--- config.mk ---
export PLATFORM = sky130hd
export DESIGN_NAME = dram_port_arbiter
export DESIGN_NICKNAME = d
export VERILOG_FILES = /design/src/rtl/dram_port_arbiter.sv
export SDC_FILE = /design/constraint.sdc
export NUM_CORES = 1
export LEC_CHECK = 0
export BUFFER_PORTS_ARGS = -buffer_cell sky130_fd_sc_hd__buf_4
export CORE_MARGIN = 1
export CORE_UTILIZATION = 30
export CTS_CLUSTER_SIZE = 10
export DETAILED_ROUTE_END_ITERATION = 10
export GPL_TIMING_DRIVEN = 0
export PLACE_DENSITY = 0.54
export SETUP_SLACK_MARGIN = 0.5
export SLEW_MARGIN = 5
export SYNTH_ARGS = -nofsm -noshare
export SYNTH_HDL_FRONTEND = slang
export SYNTH_SLANG_ARGS = --single-unit
--- constraint.sdc ---
create_clock -name clk -period 7.5 [get_ports clk]
set_clock_uncertainty 0.15 [all_clocks]
set_input_delay 0 -clock clk [delete_from_list [all_inputs] [get_ports clk]]
set_output_delay 0 -clock clk [all_outputs]
set_load 0.03 [all_outputs]
--- src/rtl/dram_port_arbiter.sv ---
// rtl/dram_port_arbiter.sv - round-robin arbiter sharing one DRAM port between NUM_REQ requesters
//
// Ports:
//   clk, reset (async, active-low)
//   req_valid/req_wen/req_lock [NUM_REQ]  per-requester command valid, write flag, burst-lock request
//   req_addr  [NUM_REQ*ADDR_W]            packed addresses, requester k at [k*ADDR_W +: ADDR_W]
//   req_wdata [NUM_REQ*DATA_W]            packed write data
//   req_ready [NUM_REQ]                   one-hot accept (combinational)
//   rsp_valid [NUM_REQ], rsp_data         one-hot read return, shared data bus
//   dram_en/dram_wen/dram_addr/dram_wdata registered DRAM command, dram_rdata read data in
//   busy                                  reads in flight or arbiter not idle
//
// Optional feature macro: DRAM_ARB_WRITE_PRIO_EN (writes outrank reads outside a locked burst).
module dram_port_arbiter #(
    parameter int NUM_REQ   = 3,
    parameter int ADDR_W    = 16,
    parameter int DATA_W    = 16,
    parameter int RD_LAT    = 2,
    parameter int BURST_MAX = 8
) (
    input  logic                        clk,
    input  logic                        reset,
    input  logic [NUM_REQ-1:0]          req_valid,
    input  logic [NUM_REQ-1:0]          req_wen,
    input  logic [NUM_REQ-1:0]          req_lock,
    input  logic [NUM_REQ*ADDR_W-1:0]   req_addr,
    input  logic [NUM_REQ*DATA_W-1:0]   req_wdata,
    output logic [NUM_REQ-1:0]          req_ready,
    output logic [NUM_REQ-1:0]          rsp_valid,
    output logic [DATA_W-1:0]           rsp_data,
    output logic                        dram_en,
    output logic                        dram_wen,
    output logic [ADDR_W-1:0]           dram_addr,
    output logic [DATA_W-1:0]           dram_wdata,
    input  logic [DATA_W-1:0]           dram_rdata,
    output logic                        busy
);

    localparam int PTR_W = (NUM_REQ > 1) ? $clog2(NUM_REQ) : 1;
    localparam int SUM_W = PTR_W + 1;
    localparam int CNT_W = $clog2(BURST_MAX + 1);

    typedef enum logic [1:0] {IDLE, ARB, LOCKED} state_t;

    state_t               state, state_nxt;
    logic [PTR_W-1:0]     rr_ptr, owner, winner, acc_id;
    logic [SUM_W-1:0]     idx_sum;
    logic                 win_found, lock_win, accept, pipe_any;
    logic [NUM_REQ-1:0]   eligible, others;
    logic [CNT_W-1:0]     beat_cnt;
    logic [NUM_REQ-1:0]   tag_pipe [0:RD_LAT];

    function automatic logic [PTR_W-1:0] ptr_inc(input logic [PTR_W-1:0] p);
        if (p == PTR_W'(NUM_REQ - 1)) return '0;
        return p + PTR_W'(1);
    endfunction

`ifdef DRAM_ARB_WRITE_PRIO_EN
    // Any pending write masks out all reads; round-robin then runs over writes only.
    assign eligible = (|(req_valid & req_wen)) ? (req_valid & req_wen) : req_valid;
`else
    assign eligible = req_valid;
`endif

    // First eligible requester at or after rr_ptr, wrapping modulo NUM_REQ.
    always_comb begin
        win_found = 1'b0;
        winner    = '0;
        idx_sum   = '0;
        for (int i = 0; i < NUM_REQ; i++) begin
            idx_sum = {1'b0, rr_ptr} + SUM_W'(i);
            if (idx_sum >= SUM_W'(NUM_REQ)) idx_sum = idx_sum - SUM_W'(NUM_REQ);
            if (!win_found && eligible[idx_sum[PTR_W-1:0]]) begin
                win_found = 1'b1;
                winner    = idx_sum[PTR_W-1:0];
            end
        end
    end

    // A single-beat burst limit makes locking meaningless, so the lock is ignored then.
    assign lock_win = win_found && req_lock[winner] && (BURST_MAX > 1);

    always_comb begin
        others         = req_valid;
        others[winner] = 1'b0;
    end

    // State register
    always_ff @(posedge clk or negedge reset) begin
        if (!reset) state <= IDLE;
        else        state <= state_nxt;
    end

    // Next-state logic; IDLE also arbitrates so a fresh request is taken the cycle it appears.
    always_comb begin
        state_nxt = state;
        case (state)
            IDLE: begin
                if (win_found) state_nxt = lock_win ? LOCKED : ARB;
            end
            ARB: begin
                if (!win_found)     state_nxt = IDLE;
                else if (lock_win)  state_nxt = LOCKED;
                else if (|others)   state_nxt = ARB;
                else                state_nxt = IDLE;
            end
            LOCKED: begin
                // Release on drop of valid/lock, or on the beat that reaches BURST_MAX.
                if (!req_valid[owner] || !req_lock[owner] ||
                    beat_cnt == CNT_W'(BURST_MAX - 1))
                    state_nxt = ARB;
            end
            default: state_nxt = IDLE;
        endcase
    end

    // Output logic: one-hot ready, held low while reset is asserted.
    always_comb begin
        req_ready = '0;
        case (state)
            IDLE, ARB: if (win_found) req_ready[winner] = 1'b1;
            LOCKED:    req_ready[owner] = req_valid[owner];
            default:   req_ready = '0;
        endcase
        if (!reset) req_ready = '0;
    end

    assign accept = |req_ready;
    assign acc_id = (state == LOCKED) ? owner : winner;

    // rr_ptr already points past the owner while locked, so release needs no update.
    always_ff @(posedge clk or negedge reset) begin
        if (!reset) begin
            rr_ptr   <= '0;
            owner    <= '0;
            beat_cnt <= '0;
        end else if (state != LOCKED) begin
            if (win_found) begin
                rr_ptr <= ptr_inc(winner);
                if (lock_win) begin
                    owner    <= winner;
                    beat_cnt <= CNT_W'(1);
                end
            end
        end else if (accept) begin
            beat_cnt <= beat_cnt + CNT_W'(1);
        end
    end

    // Registered DRAM command.
    always_ff @(posedge clk or negedge reset) begin
        if (!reset) begin
            dram_en    <= 1'b0;
            dram_wen   <= 1'b0;
            dram_addr  <= '0;
            dram_wdata <= '0;
        end else begin
            dram_en  <= accept;
            dram_wen <= accept & req_wen[acc_id];
            if (accept) begin
                dram_addr  <= req_addr[int'(acc_id)*ADDR_W +: ADDR_W];
                dram_wdata <= req_wdata[int'(acc_id)*DATA_W +: DATA_W];
            end
        end
    end

    // Tag pipe: stage 0 loads alongside the command register, so the tail lines up
    // with dram_rdata RD_LAT cycles after dram_en.
    always_ff @(posedge clk or negedge reset) begin
        if (!reset) begin
            for (int i = 0; i <= RD_LAT; i++) tag_pipe[i] <= '0;
        end else begin
            tag_pipe[0] <= req_ready & ~req_wen;
            for (int i = 1; i <= RD_LAT; i++) tag_pipe[i] <= tag_pipe[i-1];
        end
    end

    always_comb begin
        pipe_any = 1'b0;
        for (int i = 0; i <= RD_LAT; i++) pipe_any = pipe_any | (|tag_pipe[i]);
    end

    assign rsp_valid = tag_pipe[RD_LAT];
    assign rsp_data  = (|rsp_valid) ? dram_rdata : '0;
    assign busy      = pipe_any || (state != IDLE);

endmodule

==> reports/metrics.yaml <==
intPower_mw: 1.29
async_flop_share_pct: 100
die_h_um: 105
drv_slew: 0
final_cell_mix: "buf_4 (182), dlygate4sd3_1 (62), dfrtp_1 (53), nor2_1 (40), a21oi_1 (38)"
antenna_found_initial: 0
grt_pass1_vias: 3388
vias: 3409
worst_slew_pin_slew_ps: 763
dieArea_mm2: 0.0111
finalSetupTns_ps: 0
hpwlAfterDp_um: 7660
vias_per_cell: 4.77
worstSetupStartpointType: "register"
ys_ff_latch: 53
outcome: "complete, no violations"
gr-usage-all-layers_pct: 18.5
rsz0062_at_grt: "no"
synth-main-ff-cell: "dfrtp_1"
die_x_um: 105
cts_root_buf: "clkbuf_8"
finalSetupViolCount: 0
timing.final.crit_share_pct: 51.2
cts-resized-gates: 0
yosysSeqAreaShare_pct: 41.4
peakVddDrop_mv: 0.182
cts_max_level: 2
synth.avg_cell_area_um2: 9.74
rows: 37
drt-total-wl_um: 10400
clkLatencyLatePin_ps: 300
cap_violations: 0
final_nets: 705
synth_area_mm2: 0.00321
slew_headroom_pct: 48.7
synthesis.nets: 457
ctsHoldBuffers: 62
crit_path_max_fanout: 10
clock.fmax_ghz: 0.260
diodes: 0
gp_congestion: 0.861
cts_setup_buffers: 0
clk_pin_slew_ps: 100
multiInputGateArea_mm2: 0.00171
synth-edff-count: 0
final_core_util_pct: 52.6
cts_num_sinks: 53
drive_gt1_share_pct: 42.9
io_pins: 180
grt_pass1_wl_um: 16500
cp-end-kind: "register"
crit_arrival_ps: 3880
grt_max_degree: 57
drc: 0
first_pass_iters: 4
worst-endpoint-required_ps: 7530
fillers: 934
yosysWarnings: 0
clk_path_buf_depth: 2
port_buffers: 179
syn_inst: 329
powerDensity_mw_per_mm2: 452
p_switching_mw: 1.16
p_leak_nw: 2.56
cts_tree: "yes"
worstSetupPathType: "register to register"
hold_viol: 0
initial_core_util_pct: 31.1
area_growth_pct: 69.3
regArea_mm2: 0.00133
synth_cell_type_count: 47
core_mm2: 0.0103
combPwrFrac_pct: 73.4
routedWlPerCell_um: 14.5
drt_iter0_drc: 165
clockPowerShare_pct: 6.5
finalCriticalPeriod_ps: 3840
reg2reg_slack_ps: 3660
hold_path.class: "primary input to register"
cts_buffers: 5
ant_nets: 0
p_seq_share_pct: 20.1
swShare_pct: 47.4
layout_commonest_cell: "buf_4"
overflow: 0
==> kinds of logic (layout without fill, tap and decap cells) <==
logic type | after synthesis | count (layout) | synth area share, %
adder cells (fa/ha/maj) | 5 | 5 | 1.95
AND/OR/NAND/NOR | 98 | 98 | 15.4
buffers and inverters | 34 | 283 | 5.31
AO/OA/AOI/OAI | 100 | 100 | 22.1
multiplexers | 39 | 39 | 13.8
flip-flops | 53 | 53 | 41.4
==> worst max-delay path: stages (launching register included) <==
cell	delay (ps)
dfrtp_1	410
inv_1	110
ha_1	280
mux2i_2	390
or3b_1	240
o311ai_4	130
mux2i_2	440
buf_2	390
mux2_2	370
a22oi_1	150
dlygate4sd3_1	590
a21oi_1	70
==> worst paths after layout <==
check                        startpoint             to  cells after the start
max in group asynchronous         reset    tag_pipe[6]                      2
max reg2reg                   rr_ptr[1]  dram_wdata[3]                     11
min reg2reg                 tag_pipe[5]   rsp_valid[2]                      0
min in group asynchronous         reset  dram_wdata[7]                      2
max                           rr_ptr[1]  dram_wdata[3]                     11
min                        req_addr[17]   dram_addr[1]                      4
==> power by group through the flow <==
stage                     Combinational (mW)  Clock [mW]  Sequential [mW]
after floorplan                        0.951           0            0.667
final                                   1.80       0.159            0.493
after detailed placement                1.64           0            0.499
after global placement                  1.63           0            0.495
after global routing                    1.96       0.179            0.510
after CTS                               1.81       0.167            0.493
==> registers in the layout (all words and copies together) (netlist names) <==
register,flops
owner,2
rsp_valid,3
beat_cnt,4
rr_ptr,2
tag_pipe,6
state,2
dram_wen,1
dram_addr,16
dram_en,1
dram_wdata,16
==> stage by stage <==
step	std cells	total power, mW	hold WS, ps	worst slack [ps]	area [um2]
2_1_floorplan	329	1.62	-446	4380	3210
3_3_place_gp	644	2.12	-50.0	4240	4720
3_5_place_dp	644	2.13	-50.9	4160	4720
4_1_cts	714	2.47	0.231	3630	5430
5_1_grt	714	2.65	2.89	3370	5430
6_report	714	2.45	5.26	3660	5430
==> cell usage after synthesis (2+ instances only) <==
cell	n	share of area, %
a21bo_2	2	0.62
a21oi_1	38	5.9
a221oi_1	3	0.82
a22oi_1	32	7.5
a32o_1	2	0.62
and2_1	4	0.78
buf_2	13	2.0
buf_4	3	0.70
buf_6	2	0.70
clkbuf_1	6	0.70
dfrtp_1	53	41
ha_1	5	2.0
inv_1	10	1.2
mux2_2	32	11
mux2i_1	4	1.2
mux2i_2	2	0.86
nand2_1	4	0.47
nand2b_1	5	0.98
nand3_1	7	1.1
nand3b_1	2	0.47
nor2_1	40	4.7
nor2b_1	22	4.3
nor3_1	6	0.94
nor4_1	2	0.39
o21ai_0	5	0.78
o22ai_1	3	0.59
or3_1	2	0.39
==> routing by layer <==
layer / wire length, um / GRT usage [%] / vias up / part of all wire [%]
li1: - / - / 1682 / -
met1: 4500 / 22.9 / 1624 / 43
met2: 5310 / 33.6 / 93 / 51
met3: 405 / 2.29 / 10 / 3.9
met4: 159 / 4.83 / 0 / 1.5
met5: 0 / 0 / - / 0
==> final cells by class <==
cell class / count / share of cell area (%)
Clock buffer: 6 / 1.34
Timing Repair Buffer: 241 / 36.2
Sequential cell: 53 / 24.4
Inverter: 10 / 0.692
Buffer: 24 / 2.44
Multi-Input combinational cell: 242 / 31.5
Clock inverter: 2 / 0.254
Tap cell: 136 / 3.14
Power figures use the tool's default switching activity.
